**config.mk**
```make
export PLATFORM = sky130hd
export DESIGN_NAME = fetch_unit_flat
export DESIGN_NICKNAME = d
export VERILOG_FILES = /design/src/rtl/fetch_pkg.sv /design/src/rtl/fetch_unit_if.sv /design/src/rtl/fetch_hold_reg.sv /design/src/rtl/fetch_unit.sv /design/src/flat_wrapper.sv
export SDC_FILE = /design/constraint.sdc
export NUM_CORES = 1
export LEC_CHECK = 0
export CORE_MARGIN = 4
export CORE_UTILIZATION = 56
export DETAILED_ROUTE_END_ITERATION = 6
export GPL_TIMING_DRIVEN = 0
export PLACE_DENSITY = 0.95
export SYNTH_ARGS = -nofsm -noshare
export SYNTH_HDL_FRONTEND = slang
export SYNTH_SLANG_ARGS = --single-unit
```
**constraint.sdc**
```tcl
create_clock -name clk -period 4.4 [get_ports clk]
set_input_delay 0.66 -clock clk [delete_from_list [all_inputs] [get_ports clk]]
set_output_delay 0.66 -clock clk [all_outputs]
set_load 0.03 [all_outputs]
```
**src/rtl/fetch_pkg.sv**
```systemverilog
// Shared types for the instruction fetch stage: FSM states, HALT opcode and IF/ID layout.
package fetch_pkg;

  typedef enum logic [2:0] {
    IDLE,
    REQ,
    WAIT,
    HOLD,
    HALT
  } fetch_state_t;

  localparam logic [5:0] OP_HALT = 6'h3F;

  typedef struct packed {
    logic        valid;
    logic [31:0] instr;
    logic [31:0] pc4;
  } if_id_t;

  function automatic logic is_halt(input logic [5:0] opcode);
    return opcode == OP_HALT;
  endfunction

endpackage

```
**src/rtl/fetch_unit_if.sv**
```systemverilog
// Instruction memory bus: valid/ready request, valid-only response.
interface fetch_unit_if;

  logic        imem_req_valid;
  logic        imem_req_ready;
  logic [31:0] imem_addr;
  logic        imem_rsp_valid;
  logic [31:0] imem_rsp_data;

  modport master (
    output imem_req_valid,
    output imem_addr,
    input  imem_req_ready,
    input  imem_rsp_valid,
    input  imem_rsp_data
  );

  modport slave (
    input  imem_req_valid,
    input  imem_addr,
    output imem_req_ready,
    output imem_rsp_valid,
    output imem_rsp_data
  );

endinterface

```
**src/rtl/fetch_hold_reg.sv**
```systemverilog
// One-entry buffer parking a fetched word while IF/ID is stalled.
module fetch_hold_reg (
  input  logic        clk,
  input  logic        rst,
  input  logic        load,
  input  logic [31:0] load_instr,
  input  logic [31:0] load_pc4,
  input  logic        drain,
  input  logic        flush,
  output logic        valid,
  output logic [31:0] instr,
  output logic [31:0] pc4
);

  logic        valid_q, valid_d;
  logic [31:0] instr_q, instr_d;
  logic [31:0] pc4_q, pc4_d;

  // NOTE: every always_comb output gets a default first so no path can infer a latch.
  always_comb begin
    valid_d = valid_q;
    instr_d = instr_q;
    pc4_d   = pc4_q;
    if (flush) begin
      valid_d = 1'b0;
    end else if (load) begin
      valid_d = 1'b1;
      instr_d = load_instr;
      pc4_d   = load_pc4;
    end else if (drain) begin
      valid_d = 1'b0;
    end
  end

  // NOTE: sequential state uses non-blocking assignments only; the data flops are
  // reset as well so the buffer never presents X contents after reset.
  always_ff @(posedge clk) begin
    if (rst) begin
      valid_q <= 1'b0;
      instr_q <= '0;
      pc4_q   <= '0;
    end else begin
      valid_q <= valid_d;
      instr_q <= instr_d;
      pc4_q   <= pc4_d;
    end
  end

  assign valid = valid_q;
  assign instr = instr_q;
  assign pc4   = pc4_q;

endmodule

```
**src/rtl/fetch_unit.sv**
```systemverilog
// MIPS instruction fetch: PC, single-outstanding imem request FSM, IF/ID register,
// redirect/stall handling and HALT stop.
module fetch_unit
  import fetch_pkg::*;
#(
  parameter logic [31:0] RESET_PC = 32'h0000_0000
) (
  input  logic                clk,
  input  logic                rst,
  fetch_unit_if.master        imem,
  input  logic                stall,
  input  logic                redirect_valid,
  input  logic [31:0]         redirect_pc,
  output logic                if_id_valid,
  output logic [31:0]         if_id_instr,
  output logic [31:0]         if_id_pc4,
  output logic                halted
);

  fetch_state_t state_q, state_d;
  logic [31:0]  pc_q, pc_d;
  logic [31:0]  req_pc_q, req_pc_d;
  logic         kill_q, kill_d;
  if_id_t       if_id_q, if_id_d;

  logic        handshake;
  logic        can_accept;
  logic [31:0] req_pc4;
  logic        deliver;
  logic [31:0] deliver_instr;
  logic [31:0] deliver_pc4;
  logic        hold_load, hold_drain, hold_flush;
  logic        hold_valid;
  logic [31:0] hold_instr, hold_pc4;

  fetch_hold_reg u_hold (
    .clk        (clk),
    .rst        (rst),
    .load       (hold_load),
    .load_instr (imem.imem_rsp_data),
    .load_pc4   (req_pc4),
    .drain      (hold_drain),
    .flush      (hold_flush),
    .valid      (hold_valid),
    .instr      (hold_instr),
    .pc4        (hold_pc4)
  );

  assign handshake  = imem.imem_req_valid & imem.imem_req_ready;
  assign can_accept = ~if_id_q.valid | ~stall;
  assign req_pc4    = req_pc_q + 32'd4;

  always_comb begin
    state_d       = state_q;
    pc_d          = pc_q;
    req_pc_d      = req_pc_q;
    kill_d        = kill_q;
    deliver       = 1'b0;
    deliver_instr = imem.imem_rsp_data;
    deliver_pc4   = req_pc4;
    hold_load     = 1'b0;
    hold_drain    = 1'b0;
    hold_flush    = 1'b0;

    unique case (state_q)
      IDLE: state_d = REQ;

      REQ: begin
        if (redirect_valid) begin
          pc_d = redirect_pc;
          // The word for the old pc is already on its way; mark it for discard.
          if (handshake) begin
            kill_d  = 1'b1;
            state_d = WAIT;
          end
        end else if (handshake) begin
          req_pc_d = pc_q;
          kill_d   = 1'b0;
          state_d  = WAIT;
        end
      end

      WAIT: begin
        if (imem.imem_rsp_valid) begin
          if (kill_q || redirect_valid) begin
            if (redirect_valid) pc_d = redirect_pc;
            state_d = REQ;
          end else if (can_accept) begin
            deliver = 1'b1;
            pc_d    = req_pc4;
            state_d = is_halt(imem.imem_rsp_data[31:26]) ? HALT : REQ;
          end else begin
            hold_load = 1'b1;
            pc_d      = req_pc4;
            state_d   = HOLD;
          end
        end else if (redirect_valid) begin
          pc_d   = redirect_pc;
          kill_d = 1'b1;
        end
      end

      HOLD: begin
        if (redirect_valid) begin
          hold_flush = 1'b1;
          pc_d       = redirect_pc;
          state_d    = REQ;
        end else if (!stall && hold_valid) begin
          hold_drain    = 1'b1;
          deliver       = 1'b1;
          deliver_instr = hold_instr;
          deliver_pc4   = hold_pc4;
          state_d       = is_halt(hold_instr[31:26]) ? HALT : REQ;
        end
      end

      HALT: begin
        // A redirect here means the HALT was fetched down a wrong path.
        if (redirect_valid) begin
          pc_d    = redirect_pc;
          state_d = REQ;
        end
      end

      default: state_d = IDLE;
    endcase
  end

  // Redirect beats both delivery and stall; a stall only holds a live entry.
  always_comb begin
    if_id_d = if_id_q;
    if (redirect_valid) begin
      if_id_d.valid = 1'b0;
    end else if (deliver) begin
      if_id_d = '{valid: 1'b1, instr: deliver_instr, pc4: deliver_pc4};
    end else if (!stall) begin
      if_id_d.valid = 1'b0;
    end
  end

  always_ff @(posedge clk) begin
    if (rst) begin
      state_q  <= IDLE;
      pc_q     <= RESET_PC;
      req_pc_q <= '0;
      kill_q   <= 1'b0;
      if_id_q  <= '0;
    end else begin
      state_q  <= state_d;
      pc_q     <= pc_d;
      req_pc_q <= req_pc_d;
      kill_q   <= kill_d;
      if_id_q  <= if_id_d;
    end
  end

  assign imem.imem_req_valid = (state_q == REQ);
  assign imem.imem_addr      = pc_q;
  assign halted              = (state_q == HALT);
  assign if_id_valid         = if_id_q.valid;
  assign if_id_instr         = if_id_q.instr;
  assign if_id_pc4           = if_id_q.pc4;

endmodule

```
**src/flat_wrapper.sv**
```systemverilog
// flat-port wrapper written by rule: the top's interface ports become plain ports
module fetch_unit_flat import fetch_pkg::*;
#(
  parameter logic [31:0] RESET_PC = 32'h0000_0000
)
  (clk, rst, stall, redirect_valid, redirect_pc, if_id_valid, if_id_instr, if_id_pc4, halted, imem_imem_req_valid, imem_imem_addr, imem_imem_req_ready, imem_imem_rsp_valid, imem_imem_rsp_data);
  fetch_unit_if imem_i ();
  input  logic clk;
  input  logic rst;
  input  logic stall;
  input  logic redirect_valid;
  input  logic [31:0] redirect_pc;
  output logic if_id_valid;
  output logic [31:0] if_id_instr;
  output logic [31:0] if_id_pc4;
  output logic halted;
  output wire logic [$bits(imem_i.imem_req_valid)-1:0] imem_imem_req_valid;
  output wire logic [$bits(imem_i.imem_addr)-1:0] imem_imem_addr;
  input wire logic [$bits(imem_i.imem_req_ready)-1:0] imem_imem_req_ready;
  input wire logic [$bits(imem_i.imem_rsp_valid)-1:0] imem_imem_rsp_valid;
  input wire logic [$bits(imem_i.imem_rsp_data)-1:0] imem_imem_rsp_data;
  assign imem_imem_req_valid = imem_i.imem_req_valid;
  assign imem_imem_addr = imem_i.imem_addr;
  assign imem_i.imem_req_ready = imem_imem_req_ready;
  assign imem_i.imem_rsp_valid = imem_imem_rsp_valid;
  assign imem_i.imem_rsp_data = imem_imem_rsp_data;
  fetch_unit #(.RESET_PC(RESET_PC)) u_core (.clk(clk), .rst(rst), .imem(imem_i), .stall(stall), .redirect_valid(redirect_valid), .redirect_pc(redirect_pc), .if_id_valid(if_id_valid), .if_id_instr(if_id_instr), .if_id_pc4(if_id_pc4), .halted(halted));
endmodule
```
== Word level (Yosys, flattened, before mapping) ==
Cells that the tools add are included.
Word-level totals
  register bits: 198
  bits of input ports: 70
  output and inout bits: 99
Operators by class
  add/sub/neg operators: 1
  equality and inequality tests: 13
  mux-type cells: 41
  bitwise gates (word level): 6
  reductions and logical operators: 15
Operators by type and width (count)
  32-bit 2-to-1 mux: 7
  32-bit case mux with 2 select lines: 1
  32-bit by 3-bit adder with 32-bit output, second input constant: 1
  3-bit 2-to-1 mux: 9
  1-bit 2-to-1 mux: 21
  3-bit case mux with 5 select lines: 1
  6-bit == test, second input constant: 2
  2-bit inequality test, second input constant: 5
  4-bit AND reduction: 2
  3-bit by 2-bit == test with 1-bit output, second input constant: 2
  2-bit nonzero test: 3
  1-bit NOT: 4
  1-bit case mux with 2 select lines: 2
  2-bit AND reduction: 2
  2-bit OR reduction: 2
  3-bit by 1-bit == test with 1-bit output, second input constant: 1
  3-bit == test, second input constant: 1
  3-bit logical NOT: 1
  3-bit by 2-bit inequality test with 1-bit output, second input constant: 1
  3-bit AND reduction: 1
  3-bit OR reduction: 1
  2-bit by 1-bit inequality test with 1-bit output, second input constant: 1
  1-bit bitwise AND: 1
  1-bit logical AND: 1
  3 further kinds: 3

== Logic depth before layout (Yosys ltp) ==
Gate-level depths: netlist of run 1.
  depth in word-level cells: 7
  mapped depth: 9

== Cells and area by module ==
A second synthesis of run 1 with hierarchy kept.
Second synthesis, totals
  cells, all modules: 1094
  area, all modules: 9786.9 µm²
By module, submodules not included
  fetch_unit: times used 1, cells each 798, area an instance 6518.8 µm²
  fetch_hold_reg: times used 1, cells each 296, area an instance 3268.1 µm²

== Worst setup path after synthesis of run 1 ==
No wires, ideal clock.
  path kind: input to register
  start: input redirect_valid
  end: register u_core.u_hold.pc4_q[18], in the netlist u_core.u_hold.pc4[18]
  setup time: 91 ps
  arrival: 2231 ps
  data required time: 4309 ps
  path slack: 2078 ps
  stages on the path: 8
  buffers on the path: 3
  path through: buf_1 > or2_2 > nor4_1 > and3_1 > buf_2 > buf_2 > nor2_1 > a311oi_1
On the way
  cells in the longest elaborated chain, start to end: 5
  elaborated cells between the ends (all ways): 8
  those cells by class: mux (5); bitwise (1); reduce/logical (2)
RTL lines
  start: declaration: line flat_wrapper.sv:11  | input logic redirect_valid;
  1-bit logical OR: line fetch_unit.sv:85  | if (kill_q || redirect_valid) begin
  1-bit 2-to-1 mux: line fetch_unit.sv:85
  1-bit 2-to-1 mux: line fetch_unit.sv:84  | if (imem.imem_rsp_valid) begin
  1-bit 2-to-1 mux: line fetch_unit.sv:65  | unique case (state_q)
  2-bit AND reduction (no source line) *
  end signal: assignment: line fetch_hold_reg.sv:45  | pc4_q <= pc4_d;
  end: declaration: line fetch_hold_reg.sv:17  | logic [31:0] pc4_q, pc4_d;
Mark *: on every way between the ends. The rest lies on a longest branch, timed or not.
A chain may end at the register's enable or synchronous reset.

== Worst setup path in the final report of run 1 ==
  start: input redirect_valid
  end: register u_core.u_hold.instr_q[13], in the netlist u_core.u_hold.instr[13]
On the way
  cells in the longest elaborated chain, start to end: 5
  elaborated cells between the ends (all ways): 8
  those cells by class: mux (5); bitwise (1); reduce/logical (2)
RTL lines
  1-bit logical OR: line fetch_unit.sv:85
  1-bit 2-to-1 mux: line fetch_unit.sv:85
  1-bit 2-to-1 mux: line fetch_unit.sv:84
  1-bit 2-to-1 mux: line fetch_unit.sv:65
  2-bit AND reduction (no source line) *
  end signal: assignment: line fetch_hold_reg.sv:44  | instr_q <= instr_d;
  end: declaration: line fetch_hold_reg.sv:16  | logic [31:0] instr_q, instr_d;
Marked as above.

==> results of run 1 <==
[state kept, by name (all words and copies together) (netlist names)]
signal and count:
u_core.if_id_instr 32, u_core.if_id_pc4 32, u_core.if_id_valid 1, u_core.imem.imem_addr 32, u_core.kill_q 1, u_core.req_pc_q 32
u_core.state_q 3, u_core.u_hold.instr 32, u_core.u_hold.pc4 32, u_core.u_hold.valid 1
[kinds of logic after synthesis]
family,count (synthesis),share of synthesized area [%]
AO/OA/AOI/OAI,264,20.4
XOR/XNOR,17,1.76
adder cells (fa/ha/maj),1,0.147
buffers and inverters,96,4.66
flip-flops,198,46.7
multiplexers,10,1.18
AND/OR/NAND/NOR,475,25.2
[cell usage in the layout (no fill, tap or decap), types with 4 or more instances in the layout]
cell and count:
nand2_1 243, dfxtp_1 198, clkdlybuf4s50_1 167, nor2_1 107
a21oi_1 97, clkbuf_1 63, a311oi_1 40, nor3_1 33
a22oi_1 30, o21ai_0 30, buf_2 22, nand3_1 21
a211oi_1 17, clkbuf_16 17, o22ai_1 14, mux2i_1 10
nor4_1 10, o211ai_1 10, xnor2_1 10, nand4_1 9
o31a_1 8, inv_1 8, nor4_2 8, xor2_1 7
or3_1 7, and3_1 7, or4_1 5, a222oi_1 4
buf_1 4, bufinv_16 4, clkbuf_8 4
[final timing paths]
kind / start / end / slack, ns / cells past startpoint
min reg2reg: u_core.u_hold.instr[7] / u_core.u_hold.instr[7] / 0.45 / 2
max reg2reg: u_core.state_q[0] / u_core.req_pc_q[30] / 1.43 / 6
min: u_core.u_hold.instr[7] / u_core.u_hold.instr[7] / 0.45 / 2
max: redirect_valid / u_core.u_hold.instr[13] / 1.26 / 9
[power by group]
group	leakage [nW]	internal [mW]	switching [mW]	total, mW
clock	0.313	1.01	0.666	1.68
sequential	1.60	1.84	0.0508	1.89
combinational	1.77	0.217	0.339	0.556
[per-stage QoR]
stage          hold WS, ns  setup WS [ns]  power [mW]
6_report             0.454           1.26        4.13
2_1_floorplan        0.436           2.08        2.21
3_5_place_dp         0.447          0.871        2.47
3_3_place_gp         0.437          0.901        2.46
5_1_grt              0.477           1.07        4.23
4_1_cts              0.456           1.33        4.11
[per-layer routing]
| metal | global-route usage, % | up-vias | wire length, um |
|---|---|---|---|
| met2 | 52.6 | 618 | 13000 |
| met4 | 15.5 | 0 | 1200 |
| li1 | - | 4125 | - |
| met1 | 40.3 | 4174 | 10700 |
| met3 | 8.10 | 102 | 3410 |
| met5 | 0 | - | 0 |
[tightest hold or removal path, cell delays in order, from the launching register on]
cell     delay, ns
dfxtp_1       0.31
nand2_1       0.05
a21oi_1       0.05
[final cells by class]
class	instances	area, um^2
fill	1058	3680
buffer	88	365
tap	184	230
sequential	198	3960
multi-input combinational	767	4120
inverter	8	30.0
timing repair buffer	167	1670
clock inverter	8	144
clock buffer	23	488
[synthesized netlist by cell type (all sizes together), types with 8 or more instances]
library cell / n / area, um^2
o211ai: 10 / 75.1
a211oi: 17 / 128
buf: 27 / 136
a22oi: 30 / 225
xnor2: 10 / 87.6
inv: 8 / 30.0
dfxtp: 198 / 3960
nand3: 21 / 105
a311oi: 40 / 350
o31a: 9 / 80.1
a21oi: 97 / 485
clkbuf: 61 / 229
o21ai: 30 / 150
nor4: 18 / 163
nor2: 107 / 402
o22ai: 14 / 87.6
or3: 8 / 55.1
nand2: 243 / 912
nor3: 33 / 165
nand4: 10 / 77.6
mux2i: 10 / 100
==> impl_metrics.py, run 1 <==
metrics = {
    "cts": {
        "ctsLongestPathBuffers": 2,
        "cts_tree": "done",
        "cts-buffers-inserted": 17,
        "clock_latency_ns": 0.43,
        "clk_pin_slew_worst_paths_ns": 0.07,
        "post_cts_resized": 0,
        "cts_setup_buffers": 0,
        "cts_num_sinks": 198,
        "hold_buffers": 0,
        "cts_max_level": 4,
        "cts-root-buf": "clkbuf_16",
    },
    "layout": {
        "syn_to_final_growth_pct": 29.9,
        "final_area_mm2": 0.0110,
        "utilization_pct": 74.9,
        "drive_gt1_share_pct": 5.48,
        "diodes": 0,
        "fin_cells": 1443,
        "nNetsFinal": 1318,
    },
    "placed_design": {
        "port_buffers": 167,
        "dpl-instance-area_mm2": 0.0104,
        "dp_hpwl_um": 20200,
        "finalWeightedCongestion": 0.957,
        "place_inst": 1412,
    },
    "critical_path": {
        "slowest_delay_ns": 0.46,
        "crit_top_cell": "buf_1",
        "required_ns": 4.69,
        "cp_slowest_cell": "clkdlybuf4s50_1",
        "start_kind": "input pin",
        "path_delay_family": "buffers and inverters",
        "worstPathCellList": "clkdlybuf4s50_1, buf_1, or2_2, nor4_1, nand3_1, buf_2, buf_1, nand2_1, a21oi_1",
        "end_kind": "flop",
        "crit_type": "input pin to flop",
        "critPathArrivalTime_ns": 3.43,
        "crit_buf_inv": 4,
        "worstPathMaxFanout": 10,
    },
    "logic_synthesis": {
        "yosysWarnings": 0,
        "synth_area_per_cell_um2": 8.00,
        "synth_flop_cell": "dfxtp_1",
        "synth_nets": 1132,
        "yosys.cell_types.count": 51,
        "synth-edff-count": 0,
        "synth_seq_cells": 198,
        "async_flop_share_pct": 0,
        "synth-seq-area-share_pct": 46.7,
        "synthesis.area_mm2": 0.00848,
        "synth_cells": 1061,
    },
    "die": {
        "rows": 44,
        "fp.dieW_um": 131,
        "core_mm2": 0.0147,
        "initial_core_util_pct": 57.7,
        "die_h_um": 131,
        "pin_count": 169,
        "fp.dieArea_mm2": 0.0172,
    },
    "route": {
        "final_antenna_net_count": 0,
        "dr.pass1.iters": 6,
        "drt_wl_total_um": 28400,
        "avgViaCountPerCell": 6.25,
        "drcViolationCount": 0,
        "wl_per_cell_um": 19.7,
        "drtIter0Drc": 943,
        "dr_total_vias": 9019,
    },
    "grt": {
        "grt_overflow": 0,
        "grt_start_max_net_pins": 17,
        "grt_pass1_wl_um": 43400,
        "grt_usage_pct": 32.4,
        "antenna_found_initial": 0,
        "first_global_vias": 8629,
    },
    "timing": {
        "slew_violations": 0,
        "fin_crit_ns": 3.14,
        "tns_ns": 0,
        "finClkSkew_ns": 0.00690,
        "setup_viol": 0,
        "finalHoldViolCount": 0,
        "fin_crit_sh_pct": 71.4,
        "worstMarginPinSlew_ns": 1.21,
        "fmax_mhz": 318,
        "rsz0062_at_grt": "no",
        "max-slew-margin-rel_pct": 18.6,
    },
    "worst_hold_path": {
        "min-delay-path-class": "flop to flop",
    },
    "power": {
        "leakagePower_nw": 3.68,
        "irDropWorstVdd_mv": 0.299,
        "p_per_area_mw_per_mm2": 375,
    },
    "run_status": {
        "status": "finished, final reports clean",
    },
    "run": {
        "maxCapViolCount": 0,
    },
}
Power figures use the tool's default switching activity.
==> run 2: changes to the inputs <==
--- a/config.mk
+++ b/config.mk
@@ -6,10 +6,10 @@
 export NUM_CORES = 1
 export LEC_CHECK = 0
 export CORE_MARGIN = 4
-export CORE_UTILIZATION = 56
+export CORE_UTILIZATION = 47
 export DETAILED_ROUTE_END_ITERATION = 6
 export GPL_TIMING_DRIVEN = 0
-export PLACE_DENSITY = 0.95
+export PLACE_DENSITY = 0.87
 export SYNTH_ARGS = -nofsm -noshare
 export SYNTH_HDL_FRONTEND = slang
 export SYNTH_SLANG_ARGS = --single-unit
==> constraint.sdc (replaced) <==
create_clock -name clk -period 2.5 [get_ports clk]
set_input_delay 0.375 -clock clk [delete_from_list [all_inputs] [get_ports clk]]
set_output_delay 0.375 -clock clk [all_outputs]
set_load 0.03 [all_outputs]
==> impl_metrics.py, run 2 (synthesis results as in run 1) <==
metrics = {
    "critical_path": {
        "end_kind": "flop",
        "start_kind": "input pin",
        "crit_type": "input pin to flop",
        "critPathArrivalTime_ns": 2.74,
        "crit_buf_inv": 4,
        "worstPathMaxFanout": 10,
        "slowest_delay_ns": 0.47,
        "cp_slowest_cell": "clkdlybuf4s50_1",
        "required_ns": 2.83,
        "path_delay_family": "buffers and inverters",
        "worstPathCellList": "clkdlybuf4s50_1, buf_2, or2_2, nor4_4, and3_1, buf_2, buf_2, nor2_1, a311oi_1",
        "crit_top_cell": "buf_2",
    },
    "timing": {
        "fin_crit_ns": 2.41,
        "worstMarginPinSlew_ns": 0.813,
        "fin_crit_sh_pct": 96.5,
        "whs_ns": 0.457,
        "fmax_mhz": 414,
        "max-slew-margin-rel_pct": 45.8,
        "rsz0062_at_grt": "no",
        "finalHoldViolCount": 0,
        "finClkSkew_ns": 0.00941,
        "slew_violations": 0,
        "fin_ws_ns": 0.0869,
        "setup_viol": 0,
    },
    "placed_design": {
        "place_inst": 1453,
        "dp_slack_ns": -0.722,
        "port_buffers": 167,
        "finalWeightedCongestion": 0.949,
        "dpl-instance-area_mm2": 0.0104,
        "dp_hpwl_um": 21000,
    },
    "die": {
        "rows": 48,
        "fp.dieW_um": 142,
        "fp.dieArea_mm2": 0.0203,
        "pin_count": 169,
        "initial_core_util_pct": 48.5,
        "core_mm2": 0.0175,
        "die_h_um": 142,
    },
    "cts": {
        "clock_latency_ns": 0.43,
        "cts-buffers-inserted": 17,
        "cts_num_sinks": 198,
        "cts_max_level": 4,
        "cts_tree": "done",
        "cts-root-buf": "clkbuf_16",
        "clk_pin_slew_worst_paths_ns": 0.07,
        "ctsLongestPathBuffers": 2,
    },
    "route": {
        "dr.pass1.iters": 7,
        "drcViolationCount": 0,
        "drtIter0Drc": 939,
        "drt_wl_total_um": 28400,
        "avgViaCountPerCell": 5.89,
        "final_antenna_net_count": 0,
        "dr_total_vias": 8763,
        "wl_per_cell_um": 19.1,
    },
    "layout": {
        "fill_cells": 1466,
        "multi_input_area_mm2": 0.00421,
        "layout_commonest_cell": "nand2_1",
        "fin_cells": 1488,
        "diodes": 0,
        "final_cell_mix": "nand2_1 (243), dfxtp_1 (196), clkdlybuf4s50_1 (164), nor2_1 (107), a21oi_1 (97)",
        "syn_to_final_growth_pct": 31.5,
        "drive_gt1_share_pct": 7.84,
        "nNetsFinal": 1321,
        "regArea_mm2": 0.00397,
        "final_area_mm2": 0.0112,
    },
    "power": {
        "power.total_mw": 7.06,
        "leakagePower_nw": 3.74,
        "irDropWorstVdd_mv": 0.502,
        "p_per_area_mw_per_mm2": 633,
    },
    "grt": {
        "first_global_vias": 8520,
        "antenna_found_initial": 0,
        "grt_usage_pct": 27.5,
        "grt_pass1_wl_um": 44400,
        "grt_start_max_net_pins": 19,
        "grt_overflow": 0,
    },
    "run_status": {
        "status": "finished, final reports clean",
    },
    "worst_hold_path": {
        "min-delay-path-class": "flop to flop",
    },
    "run": {
        "maxCapViolCount": 0,
    },
}
-- run 2: changes by cell type in the layout (fill, tap and decap cells not counted), moves of 3 or more --
cell	previous run	this run
inv_6	1	5
clkbuf_2	0	10
clkdlybuf4s50_1	167	164
nor4_4	0	5
buf_4	0	6
clkbuf_1	63	50
buf_1	4	0
clkinvlp_4	0	3
nor4_1	10	6
bufinv_16	4	1
-- run 2: path summary, 6_finish.rpt --
| check | cells after the start | slack, ns | from | to |
|---|---|---|---|---|
| worst max-delay path | 9 | 0.09 | redirect_valid | u_core.u_hold.pc4[17] |
| worst min-delay path | 2 | 0.46 | u_core.if_id_pc4[16] | u_core.if_id_pc4[16] |
| worst max register to register | 6 | 0.11 | u_core.req_pc_q[2] | u_core.u_hold.pc4[20] |
| worst min register to register | 2 | 0.46 | u_core.if_id_pc4[16] | u_core.if_id_pc4[16] |
-- run 2: what timing repair did --
action	CTS	global route
hold endpoints to repair	0	0
endpoints found under the setup margin	153	99
hold buffers	0	0
gates cloned	0	0
setup buffers	1	5
resized for setup	14	22
-- run 2: worst register-to-register path, cell delays in order (launching register included) --
cell and delay, ns:
dfxtp_1 0.54, ha_1 0.27, and3_1 0.38, nand2_1 0.23, or3_1 0.42, and2_1 0.20, a211oi_1 0.25
-- run 2: final cells by class --
class / instances / area share [%]
sequential: 198 / 35.5
tap: 225 / 2.52
clock inverter: 13 / 1.19
buffer: 85 / 3.33
inverter: 8 / 0.269
clock buffer: 19 / 4.06
timing repair buffer: 173 / 15.4
multi-input combinational: 767 / 37.7
-- run 2: routing by layer --
metal  share of wire, %  global-route usage [%]  vias up
met5                  0                       0        -
met4                3.2                    11.1        0
met3                 10                    4.97       66
met2                 46                    44.2      467
met1                 41                    36.9     4087
li1                   -                       -     4143
-- run 2: report_power, final --
group,internal [mW],switching (mW)
registers,3.24,0.0960
logic,0.387,0.592
clock network,1.46,1.29
-- run 2: through the flow --
step           util, %  TNS, ns
3_5_place_dp      59.7   -91.35
3_3_place_gp      59.7   -90.08
2_1_floorplan        -        0
4_1_cts           63.3        0
5_1_grt           63.8        0
6_report          63.8        0
==> run 3: changes to the inputs <==
--- a/config.mk
+++ b/config.mk
@@ -5,11 +5,12 @@
 export SDC_FILE = /design/constraint.sdc
 export NUM_CORES = 1
 export LEC_CHECK = 0
-export CORE_MARGIN = 4
-export CORE_UTILIZATION = 47
+export CORE_MARGIN = 2
+export CORE_UTILIZATION = 48
+export CTS_BUF_LIST = sky130_fd_sc_hd__clkbuf_8
 export DETAILED_ROUTE_END_ITERATION = 6
 export GPL_TIMING_DRIVEN = 0
-export PLACE_DENSITY = 0.87
+export PLACE_DENSITY = 0.88
 export SYNTH_ARGS = -nofsm -noshare
 export SYNTH_HDL_FRONTEND = slang
 export SYNTH_SLANG_ARGS = --single-unit
==> impl_metrics.py, run 3 (synthesis results as in run 1) <==
metrics = {
    "die": {
        "die_h_um": 137,
        "rows": 48,
        "pin_count": 169,
        "core_mm2": 0.0173,
        "initial_core_util_pct": 49.0,
        "fp.dieArea_mm2": 0.0188,
        "fp.dieW_um": 137,
    },
    "grt": {
        "grt_start_max_net_pins": 18,
        "grt_usage_pct": 28.4,
        "first_global_vias": 8064,
        "antenna_found_initial": 0,
        "grt_overflow": 0,
        "grt_pass1_wl_um": 41200,
    },
    "route": {
        "drt_wl_total_um": 27100,
        "wl_per_cell_um": 18.2,
        "final_antenna_net_count": 0,
        "avgViaCountPerCell": 5.96,
        "dr_total_vias": 8863,
        "drcViolationCount": 0,
        "dr.pass1.iters": 5,
        "drtIter0Drc": 869,
    },
    "timing": {
        "tns_ns": 0,
        "fin_crit_ns": 2.41,
        "finClkSkew_ns": 0.00988,
        "worstMarginPinSlew_ns": 0.813,
        "fmax_mhz": 416,
        "setup_viol": 0,
        "finalHoldViolCount": 0,
        "fin_crit_sh_pct": 96.2,
        "rsz0062_at_grt": "no",
        "slew_violations": 0,
        "whs_ns": 0.459,
        "max-slew-margin-rel_pct": 45.8,
    },
    "placed_design": {
        "dpl-instance-area_mm2": 0.0104,
        "dp_hpwl_um": 20100,
        "finalWeightedCongestion": 0.946,
        "port_buffers": 167,
        "place_inst": 1453,
    },
    "layout": {
        "layout_commonest_cell": "nand2_1",
        "drive_gt1_share_pct": 7.60,
        "diodes": 0,
        "fin_cells": 1488,
        "nNetsFinal": 1321,
        "syn_to_final_growth_pct": 29.2,
        "final_cell_mix": "nand2_1 (243), dfxtp_1 (197), clkdlybuf4s50_1 (165), nor2_1 (107), a21oi_1 (97)",
        "final_area_mm2": 0.0110,
    },
    "run_status": {
        "status": "finished, final reports clean",
    },
    "critical_path": {
        "slowest_delay_ns": 0.50,
        "start_kind": "flop",
        "crit_type": "flop to flop",
        "worstPathCellList": "nor4bb_2, nor2b_1, buf_2, or2_2, buf_2, clkbuf_4, nor2_1, a311oi_1",
        "end_kind": "flop",
        "critPathArrivalTime_ns": 2.78,
        "required_ns": 2.88,
        "cp_slowest_cell": "dfxtp_1",
        "crit_top_cell": "buf_2",
        "worstPathMaxFanout": 10,
    },
    "cts": {
        "cts_max_level": 4,
        "clk_pin_slew_worst_paths_ns": 0.10,
        "cts_tree": "done",
        "cts-root-buf": "clkbuf_8",
        "hold_buffers": 0,
        "cts_num_sinks": 198,
        "cts-buffers-inserted": 17,
        "ctsLongestPathBuffers": 2,
        "clock_latency_ns": 0.48,
    },
    "power": {
        "power.total_mw": 6.43,
        "irDropWorstVdd_mv": 0.369,
        "p_per_area_mw_per_mm2": 587,
        "leakagePower_nw": 3.65,
    },
    "worst_hold_path": {
        "min-delay-path-class": "flop to flop",
    },
    "run": {
        "maxCapViolCount": 0,
    },
}
-- run 3: cell count changes in the layout (fill, tap and decap cells not counted), sizes merged --
| cell | before | now |
|---|---|---|
| clkinv | 2 | 5 |
| dlymetal6s2s | 1 | 0 |
| clkdlybuf4s15 | 0 | 1 |
| dlygate4sd2 | 1 | 0 |
| clkinvlp | 3 | 2 |
| bufinv | 1 | 2 |
| clkdlybuf4s50 | 164 | 165 |
| buf | 31 | 29 |
| inv | 15 | 13 |
| clkbuf | 80 | 81 |
-- run 3: final timing paths --
| check | startpoint | endpoint | slack (ns) | depth (start not counted) |
|---|---|---|---|---|
| max | u_core.state_q[1] | u_core.if_id_instr[23] | 0.09 | 8 |
| min | u_core.if_id_pc4[11] | u_core.if_id_pc4[11] | 0.46 | 2 |
| max reg2reg | u_core.state_q[1] | u_core.if_id_instr[23] | 0.09 | 8 |
| min reg2reg | u_core.if_id_pc4[11] | u_core.if_id_pc4[11] | 0.46 | 2 |
-- run 3: cell type report --
| class | instances | area (um^2) |
|---|---|---|
| inverter | 8 | 30.0 |
| clock inverter | 14 | 151 |
| fill | 1483 | 6330 |
| timing repair buffer | 173 | 1710 |
| tap | 225 | 282 |
| sequential | 198 | 3970 |
| multi-input combinational | 767 | 4200 |
| buffer | 85 | 379 |
| clock buffer | 18 | 248 |
-- run 3: per-layer routing --
metal  part of all wire, %  global-route usage [%]  wire length [um]
met5                     0                       0                 0
met4                   3.2                    11.7               868
met1                    41                    36.5             11000
met2                    46                    46.2             12400
met3                    10                    6.33              2800
-- run 3: critical path, delay by kind of cell, from the launching register on --
kind	cells	cell delay [ns]
and+or+nand+nor	4	0.80
buffers and inverters	3	0.73
DFF	1	0.50
AOI/OAI and AO/OA	1	0.28
-- run 3: timing repair --
item / 4_1_cts / 5_1_grt
buffers inserted: 0 / 6
setup endpoints to repair: 147 / 77
gates resized for setup: 14 / 23
pin swaps: 0 / 0
-- run 3: report_power, final --
| group | internal, mW | switching, mW |
|---|---|---|
| logic | 0.392 | 0.591 |
| registers | 3.24 | 0.0951 |
| clock network | 0.929 | 1.18 |
| total | 4.56 | 1.87 |
-- run 3: through the flow --
stage | setup WS, ns | utilization [%]
4_1_cts | 0.0321 | 62.8
3_3_place_gp | -0.684 | 60.3
5_1_grt | 0.00526 | 63.4
2_1_floorplan | 0.451 | -
3_5_place_dp | -0.756 | 60.3
6_report | 0.0944 | 63.4
